File: src/rtl/edge_rate_meter.sv
// edge_rate_meter: counts rising edges of an asynchronous pin over a gate window
// of GATE_CYCLES enabled clocks, then publishes a saturated count plus an
// overflow flag with a one-cycle valid pulse.
//
// Ports:
//   clk, rst_n      clock; synchronous active-low reset
//   ena             counting and the window timer advance only while high
//   sig_in          asynchronous measured signal
//   clear           synchronous restart of the current window (outputs kept)
//   count_out       edge count of the last completed window (saturating)
//   overflow        last completed window saturated
//   valid           one-cycle pulse when count_out/overflow update
module edge_rate_meter #(
    parameter int GATE_CYCLES = 1000,
    parameter int CNT_W       = 8
) (
    input  logic             clk,
    input  logic             rst_n,
    input  logic             ena,
    input  logic             sig_in,
    input  logic             clear,
    output logic [CNT_W-1:0] count_out,
    output logic             overflow,
    output logic             valid
);

    localparam int               GW        = (GATE_CYCLES > 1) ? $clog2(GATE_CYCLES) : 1;
    localparam logic [GW-1:0]    GATE_LAST = GW'(GATE_CYCLES - 1);
    localparam logic [CNT_W-1:0] ACC_MAX   = '1;

    logic             s1;
    logic             s2;
    logic             s3;
    logic             edge_det;
    logic [CNT_W-1:0] acc;
    logic             ovf_acc;
    logic [GW-1:0]    gate_cnt;
    logic             acc_at_max;
    logic             win_end;
    logic [CNT_W-1:0] cnt_final;
    logic             ovf_final;

    // Two flops resolve metastability; s3 is the edge-history flop. The
    // chain runs regardless of ena/clear so a rising edge is never smeared
    // across an enable transition.
    always_ff @(posedge clk) begin
        if (!rst_n) begin
            s1 <= 1'b0;
            s2 <= 1'b0;
            s3 <= 1'b0;
        end else begin
            s1 <= sig_in;
            s2 <= s1;
            s3 <= s2;
        end
    end

    assign edge_det   = s2 & ~s3;
    assign acc_at_max = (acc == ACC_MAX);
    assign win_end    = ena && (gate_cnt == GATE_LAST);

    // An edge landing on the final window cycle is folded into the
    // published result rather than carried into the next window.
    assign cnt_final = (edge_det && !acc_at_max) ? acc + 1'b1 : acc;
    assign ovf_final = ovf_acc | (edge_det & acc_at_max);

    always_ff @(posedge clk) begin
        if (!rst_n) begin
            acc       <= '0;
            ovf_acc   <= 1'b0;
            gate_cnt  <= '0;
            count_out <= '0;
            overflow  <= 1'b0;
            valid     <= 1'b0;
        end else begin
            valid <= 1'b0;
            if (clear) begin
                acc      <= '0;
                ovf_acc  <= 1'b0;
                gate_cnt <= '0;
            end else if (win_end) begin
                count_out <= cnt_final;
                overflow  <= ovf_final;
                valid     <= 1'b1;
                acc       <= '0;
                ovf_acc   <= 1'b0;
                gate_cnt  <= '0;
            end else if (ena) begin
                gate_cnt <= gate_cnt + 1'b1;
                if (edge_det) begin
                    if (acc_at_max) begin
                        ovf_acc <= 1'b1;
                    end else begin
                        acc <= acc + 1'b1;
                    end
                end
            end
        end
    end

endmodule

File: config.mk
export PLATFORM = sky130hd
export DESIGN_NAME = edge_rate_meter
export DESIGN_NICKNAME = d
export VERILOG_FILES = /design/src/rtl/edge_rate_meter.sv
export SDC_FILE = /design/constraint.sdc
export NUM_CORES = 1
export LEC_CHECK = 0
export BUFFER_PORTS_ARGS = -buffer_cell sky130_fd_sc_hd__buf_2
export CORE_MARGIN = 4
export CORE_UTILIZATION = 57
export DETAILED_ROUTE_END_ITERATION = 8
export GPL_TIMING_DRIVEN = 0
export PLACE_DENSITY_LB_ADDON = 0.25
export SLEW_MARGIN = 0
export SYNTH_ARGS = -nofsm -noshare
export SYNTH_HDL_FRONTEND = slang
export SYNTH_SLANG_ARGS = --single-unit
File: constraint.sdc
create_clock -name clk -period 1.9 [get_ports clk]
set_input_delay 0.19 -clock clk [delete_from_list [all_inputs] [get_ports clk]]
set_output_delay 0.19 -clock clk [all_outputs]
set_load 0.005 [all_outputs]
==> flow_summary.toml, run 1 <==
[synth]
avgSynthCellArea_um2 = 8.80
ys_ff_latch = 32
ys_warn_count = 0
synth-edff-count = 0
syn_inst = 176
synth_cell_types = 39
synthTopCellsByCount = "32 x dfxtp_1, 16 x nor2_1, 14 x nand2_1, 14 x o21ai_0"
yosys-top-cells-area = "dfxtp_1 41%, o21ai_0 4.5%, xor2_1 4.5%"
ys_seq_area_frac = 0.414
synth_top_area_frac = 0.414
synth_async_sr_flop_share = 0
syn_nets = 183
yosysMostFrequentCell = "dfxtp_1"
ys.flop_type = "dfxtp_1"
post-synth-top-area-cell = "dfxtp_1"
synthesis.area_mm2 = 0.00155

[clock_tree]
cts_tree = "done"
cts_sinks = 32
numCtsBuffers = 5
clk_latency_ps = 360
clock-root-buffer = "clkbuf_4"
htreeDepth = 2
clock_path_buffers = 2
clk_pin_slew_worst_paths_ps = 90
ctsHoldBuffers = 0

[layout]
drive_above_1_share = 0.207
fillCellCount = 218
fin_cells = 228
layout.nets = 205
utilization = 0.688
syn2layout_area_growth_pct = 13.1
multi_input_area_um2 = 886
n_antenna_cell = 0
layout.area.seq_um2 = 644

[floorplanning]
start_util = 0.609
die_x_um = 60.1
ios = 15
die_h_um = 60.1
die_area_mm2 = 0.00362
fp-row-count = 18
coreArea_mm2 = 0.00254

[place]
port_buffers = 14
hpwlAfterDp_mm = 2.46
finalWeightedCongestion = 0.809
dp.cells = 220

[sta]
setup_viol = 0
hold_viol = 0
fmax_mhz = 558
max_slew_margin = 0.632
slew_violations = 0
fin_crit_ps = 1790
fin_crit_sh = 0.943
finClkSkew_ps = 22.0
tightest_slew_ps = 552

[routing]
vias_per_cell = 6.30
first_pass_iters = 4
wl_per_cell_um = 15.8
num_vias = 1437
routed_wl_mm = 3.60
drt_iter0_drc = 100
ant_nets = 0
drc = 0

[worst_hold_path]
holdPathStages = 2
worstHoldStart = "sig_in"
hold_end = "s1$_SDFF_PN0_"
hold_path.class = "input port to flop"

[grt]
grt_pass1_vias = 1298
grt_max_degree = 11
grt_pass1_wl_mm = 6.02
antenna_found_initial = 0
grt_usage = 0.229
grt_overflow = 0

[outcome]
status = "completed"

[pwr]
powerDensity_mw_per_mm2 = 627
peakVddDrop_uv = 577
leakage_nw = 0.706

[critical_path]
r2r-start = "gate_cnt[0]$_SDFFE_PP0P_"
r2r_slack_ps = 110
cp.required_ps = 2130
regToRegEndpoint = "acc[0]$_SDFFE_PP0P_"
arrival_ps = 2020
cp_max_fo = 10
crit_path_start_kind = "flop"
rr_worst_depth = 5
crit_type = "flop to flop"
end_kind = "flop"

[job]
maxCapViolations = 0
## cell type report
cell class	instances	share of cell area
Sequential cell	32	0.368
Timing Repair Buffer	15	0.0443
Clock inverter	1	0.00286
Inverter	4	0.00857
Buffer	9	0.0257
Clock buffer	6	0.0236
Multi-Input combinational cell	131	0.506
Tap cell	30	0.0214
## registers in the layout, summed over array words and instances (netlist names)
name	cells
overflow	1
valid	1
s1	1
s2	1
s3	1
gate_cnt	10
count_out	8
acc	8
ovf_acc	1
## worst max path at each step
stage	from	end	cells past startpoint	slack, ps
global route	acc[1]$_SDFFE_PP0P_	acc[7]$_SDFFE_PP0P_	6	-10
CTS	gate_cnt[0]$_SDFFE_PP0P_	count_out[4]$_SDFFE_PN0P_	6	2
floorplan	gate_cnt[0]$_SDFFE_PP0P_	count_out[4]$_SDFFE_PN0P_	6	150
finish	gate_cnt[0]$_SDFFE_PP0P_	acc[0]$_SDFFE_PP0P_	5	110
global placement	gate_cnt[0]$_SDFFE_PP0P_	count_out[7]$_SDFFE_PN0P_	6	40
detailed placement	gate_cnt[0]$_SDFFE_PP0P_	count_out[7]$_SDFFE_PN0P_	6	-70
## logic make-up (layout without fill, tap and decap cells)
logic type / Yosys count / in the layout / synth area share
simple gates: 74 / 74 / 0.272
compound gates: 40 / 40 / 0.173
flops: 32 / 32 / 0.414
buf+inv: 13 / 35 / 0.0372
xor+xnor: 11 / 11 / 0.0622
mux: 4 / 4 / 0.0258
fa+ha+maj: 2 / 2 / 0.0162
## critical path, cell delays in order (launching register included)
cell	delay (ps)
dfxtp_2	370
ha_2	230
nand4_4	150
o311ai_4	530
buf_2	320
nor2_1	70
## routing by layer
layer  global-route usage  vias to the layer above  wire, um
met1                0.279                      660      1500
met4                0.133                        0       189
met3               0.0691                       20       286
met5                    0                        -         0
met2                0.353                       77      1630
li1                     -                      680         -
## report_power, final
| part | switching [mW] | internal (mW) | total [mW] |
|---|---|---|---|
| clock | 0.239 | 0.136 | 0.374 |
| combinational | 0.0291 | 0.0167 | 0.0459 |
| sequential | 0.00387 | 0.675 | 0.679 |
## timing repair
item	CTS	global route
gates resized for setup	4	6
buffers inserted	0	1
endpoints found under the setup margin	15	23
pin swaps	2	4
hold endpoints to repair	0	0
gates cloned	0	0
## layout by cell type, fill, tap and decap left out, types with 2 or more instances in the layout
cell type / instances
nand2_1: 14
o211ai_1: 4
mux2i_1: 4
inv_1: 4
a21boi_0: 3
nand3_1: 9
o21ai_0: 14
nor3_2: 2
and3_1: 2
and4_1: 2
ha_2: 2
o311ai_0: 2
clkbuf_4: 6
clkbuf_1: 3
xnor2_1: 3
nand4_1: 6
nand2b_1: 2
nor2_1: 16
nor3_1: 4
and2_1: 4
dfxtp_1: 29
xor2_1: 8
a21oi_1: 9
buf_2: 20
dfxtp_2: 3
or3_1: 6
## through the flow
step	TNS [ps]	setup slack [ps]	hold WS, ps	instance area [um^2]	power (mW)
after floorplan	0	149	297	1550	0.721
after global placement	0	35.4	401	1660	0.735
after detailed placement	-246	-74.0	399	1660	0.737
after CTS	0	2.16	47.6	1730	1.10
after global routing	-29.4	-10.6	42.4	1750	1.14
final	0	108	48.1	1750	1.10
Power figures use the tool's default switching activity.
==> run 2: changes to the inputs <==
ABC_AREA = 1   (was unset)
==> flow_summary.toml, run 2 <==
[critical_path]
end_kind = "flop"
cp_common_cell = "nand2_2"
crit_path_end = "acc[4]$_SDFFE_PP0P_"
crit_start = "acc[0]$_SDFFE_PP0P_"
cp.required_ps = 2180
r2r-start = "acc[0]$_SDFFE_PP0P_"
cp_cell_sequence = "ha_1 -> nand2_2 -> nor2_2 -> nand2_2 -> nand2_2 -> nor2_1 -> o21ai_0 -> nor2_1"
crit_path_start_kind = "flop"
critical_path_buf_inv_count = 0
cp_max_fo = 7
r2r_slack_ps = 270
crit_family = "simple AND/OR/NAND/NOR gates"
slowest_stage = "dfxtp_1"
crit_type = "flop to flop"
regToRegEndpoint = "acc[4]$_SDFFE_PP0P_"
worst-path-stages = 8
cpPeakStageDelay_ps = 390
rr_worst_depth = 8
arrival_ps = 1910

[floorplanning]
start_util = 0.596
ios = 15
fp-row-count = 19
coreArea_mm2 = 0.00276
die_area_mm2 = 0.00381
die_h_um = 61.7
die_x_um = 61.7

[layout]
fillCellCount = 250
multi_input_area_um2 = 841
syn2layout_area_growth_pct = 9.14
top_register = "gate_cnt"
layout.nets = 265
drive_above_1_share = 0.174
n_antenna_cell = 0
final_common_cell = "nand2_1"
reg_top3 = "gate_cnt x10, acc x8, count_out x8"
final_cell_mix = "56 x nand2_1, 48 x nor2_1, 32 x dfxtp_1"
largest_reg_flops = 10
fin_cells = 289
layout.area.seq_um2 = 641
finalInstanceArea_mm2 = 0.00179

[routing]
drc = 0
routed_wl_mm = 3.18
num_vias = 1481
first_pass_iters = 4
vias_per_cell = 5.12
ant_nets = 0
drt_iter0_drc = 48
wl_per_cell_um = 11.0

[job]
maxCapViolations = 0

[place]
dp.cells = 282
port_buffers = 13
finalWeightedCongestion = 0.885
hpwlAfterDp_mm = 2.33
place_area_mm2 = 0.00175

[synth]
ys.flop_type = "dfxtp_1"
synthTopCellsByCount = "56 x nand2_1, 48 x nor2_1, 32 x dfxtp_1"
synth-compound-area-share = 0.0762
ys_ff_latch = 32
ys_seq_area_frac = 0.390
syn_nets = 245
yosys.area_share.simple = 0.404
synth_cell_types = 27
post-synth-top-area-cell = "dfxtp_1"
synth_fa_ha_area_frac = 0.0152
synthXorXnorAreaFrac = 0.0160
yosysMostFrequentCell = "nand2_1"
synth-edff-count = 0
synthesis.area_mm2 = 0.00164
syn_inst = 238
yosys-top-cells-area = "dfxtp_1 39%, nand2_1 13%, nor2_1 11%"
ys_warn_count = 0
synth_top_family_by_area = "simple AND/OR/NAND/NOR gates"
avgSynthCellArea_um2 = 6.90
synth_top_area_frac = 0.390
synth.area.mux_share = 0
synth_async_sr_flop_share = 0

[sta]
slew_violations = 0
fmax_mhz = 613
hold_viol = 0
fin_crit_ps = 1630
finClkSkew_ps = 11.4
tightest_slew_ps = 437
setup_tns_ps = 0
rsz0062_at_grt = "false"
max_slew_margin = 0.708
fin_crit_sh = 0.859
hold_ws_ps = 28.3
setup_viol = 0

[pwr]
powerDensity_mw_per_mm2 = 617
p_total_mw = 1.11
leakage_nw = 0.861
peakVddDrop_uv = 665

[outcome]
status = "completed"

[grt]
grt_usage = 0.196
grt_max_degree = 11
grt_overflow = 0
grt_pass1_wl_mm = 5.28
antenna_found_initial = 0
grt_pass1_vias = 1250

[worst_hold_path]
hold_path.class = "input port to flop"

[clock_tree]
htreeDepth = 2
cts_sinks = 32
clk_latency_ps = 340
cts_tree = "done"
clk_pin_slew_worst_paths_ps = 100
ctsHoldBuffers = 0
clock_path_buffers = 2
cts_setup_buffers = 0
cts_resized = 0
numCtsBuffers = 5
clock-root-buffer = "clkbuf_4"
[run 2: changes by cell type after synthesis, moves of 6 or more]
cell,delta
nand2_1,+42
nor2_1,+32
inv_1,+24
nand2_2,+8
buf_2,-7
or3_1,-6
[run 2: routing by layer]
metal | GRT usage | vias to the layer above | part of all wire | wire length, um
li1 | - | 787 | - | -
met1 | 0.235 | 663 | 0.45 | 1440
met2 | 0.305 | 24 | 0.47 | 1510
met3 | 0.0755 | 7 | 0.049 | 157
met4 | 0.100 | 0 | 0.022 | 69
met5 | 0 | - | 0 | 0
[run 2: kinds of logic after synthesis]
logic type	after synthesis
AO/OA/AOI/OAI	24
buffers and inverters	35
XOR/XNOR	3
AND/OR/NAND/NOR	142
flip-flops	32
adder cells (fa/ha/maj)	2
[run 2: worst min-delay path by stage]
| stage | to | cells past startpoint | slack (ps) | start |
|---|---|---|---|---|
| 5_1_grt | s1$_SDFF_PN0_ | 3 | 30 | sig_in |
| 3_5_place_dp | s1$_SDFF_PN0_ | 3 | 380 | sig_in |
| 4_1_cts | s1$_SDFF_PN0_ | 3 | 20 | sig_in |
| 6_report | s1$_SDFF_PN0_ | 3 | 30 | sig_in |
| 3_3_place_gp | s1$_SDFF_PN0_ | 3 | 370 | sig_in |
| 2_1_floorplan | s1$_SDFF_PN0_ | 2 | 290 | sig_in |
[run 2: area by class of cell]
type | instances | area share
clock inverter | 1 | 0.00279
inverter | 30 | 0.0628
buffer | 5 | 0.0272
tap | 31 | 0.0216
timing repair buffer | 13 | 0.0363
multi-input combinational | 171 | 0.469
sequential | 32 | 0.357
clock buffer | 6 | 0.0230
[run 2: power by group]
part	internal (mW)	total, mW	switching, mW
Clock	0.136	0.362	0.226
Combinational	0.0216	0.0610	0.0395
Sequential	0.677	0.683	0.00630
[run 2: through the flow]
stage               worst slack [ps]  utilization
global route                     141        0.650
global placement                 336        0.633
CTS                              308        0.650
finish                           268        0.650
detailed placement               327        0.633
floorplan                        546            -
[run 2: worst register-to-register path: cells and delay by family (launching register included)]
family / cells / cell delay [ps]
DFF: 1 / 390
and+or+nand+nor: 6 / 780
AOI/OAI and AO/OA: 1 / 160
adders and majority gates: 1 / 250
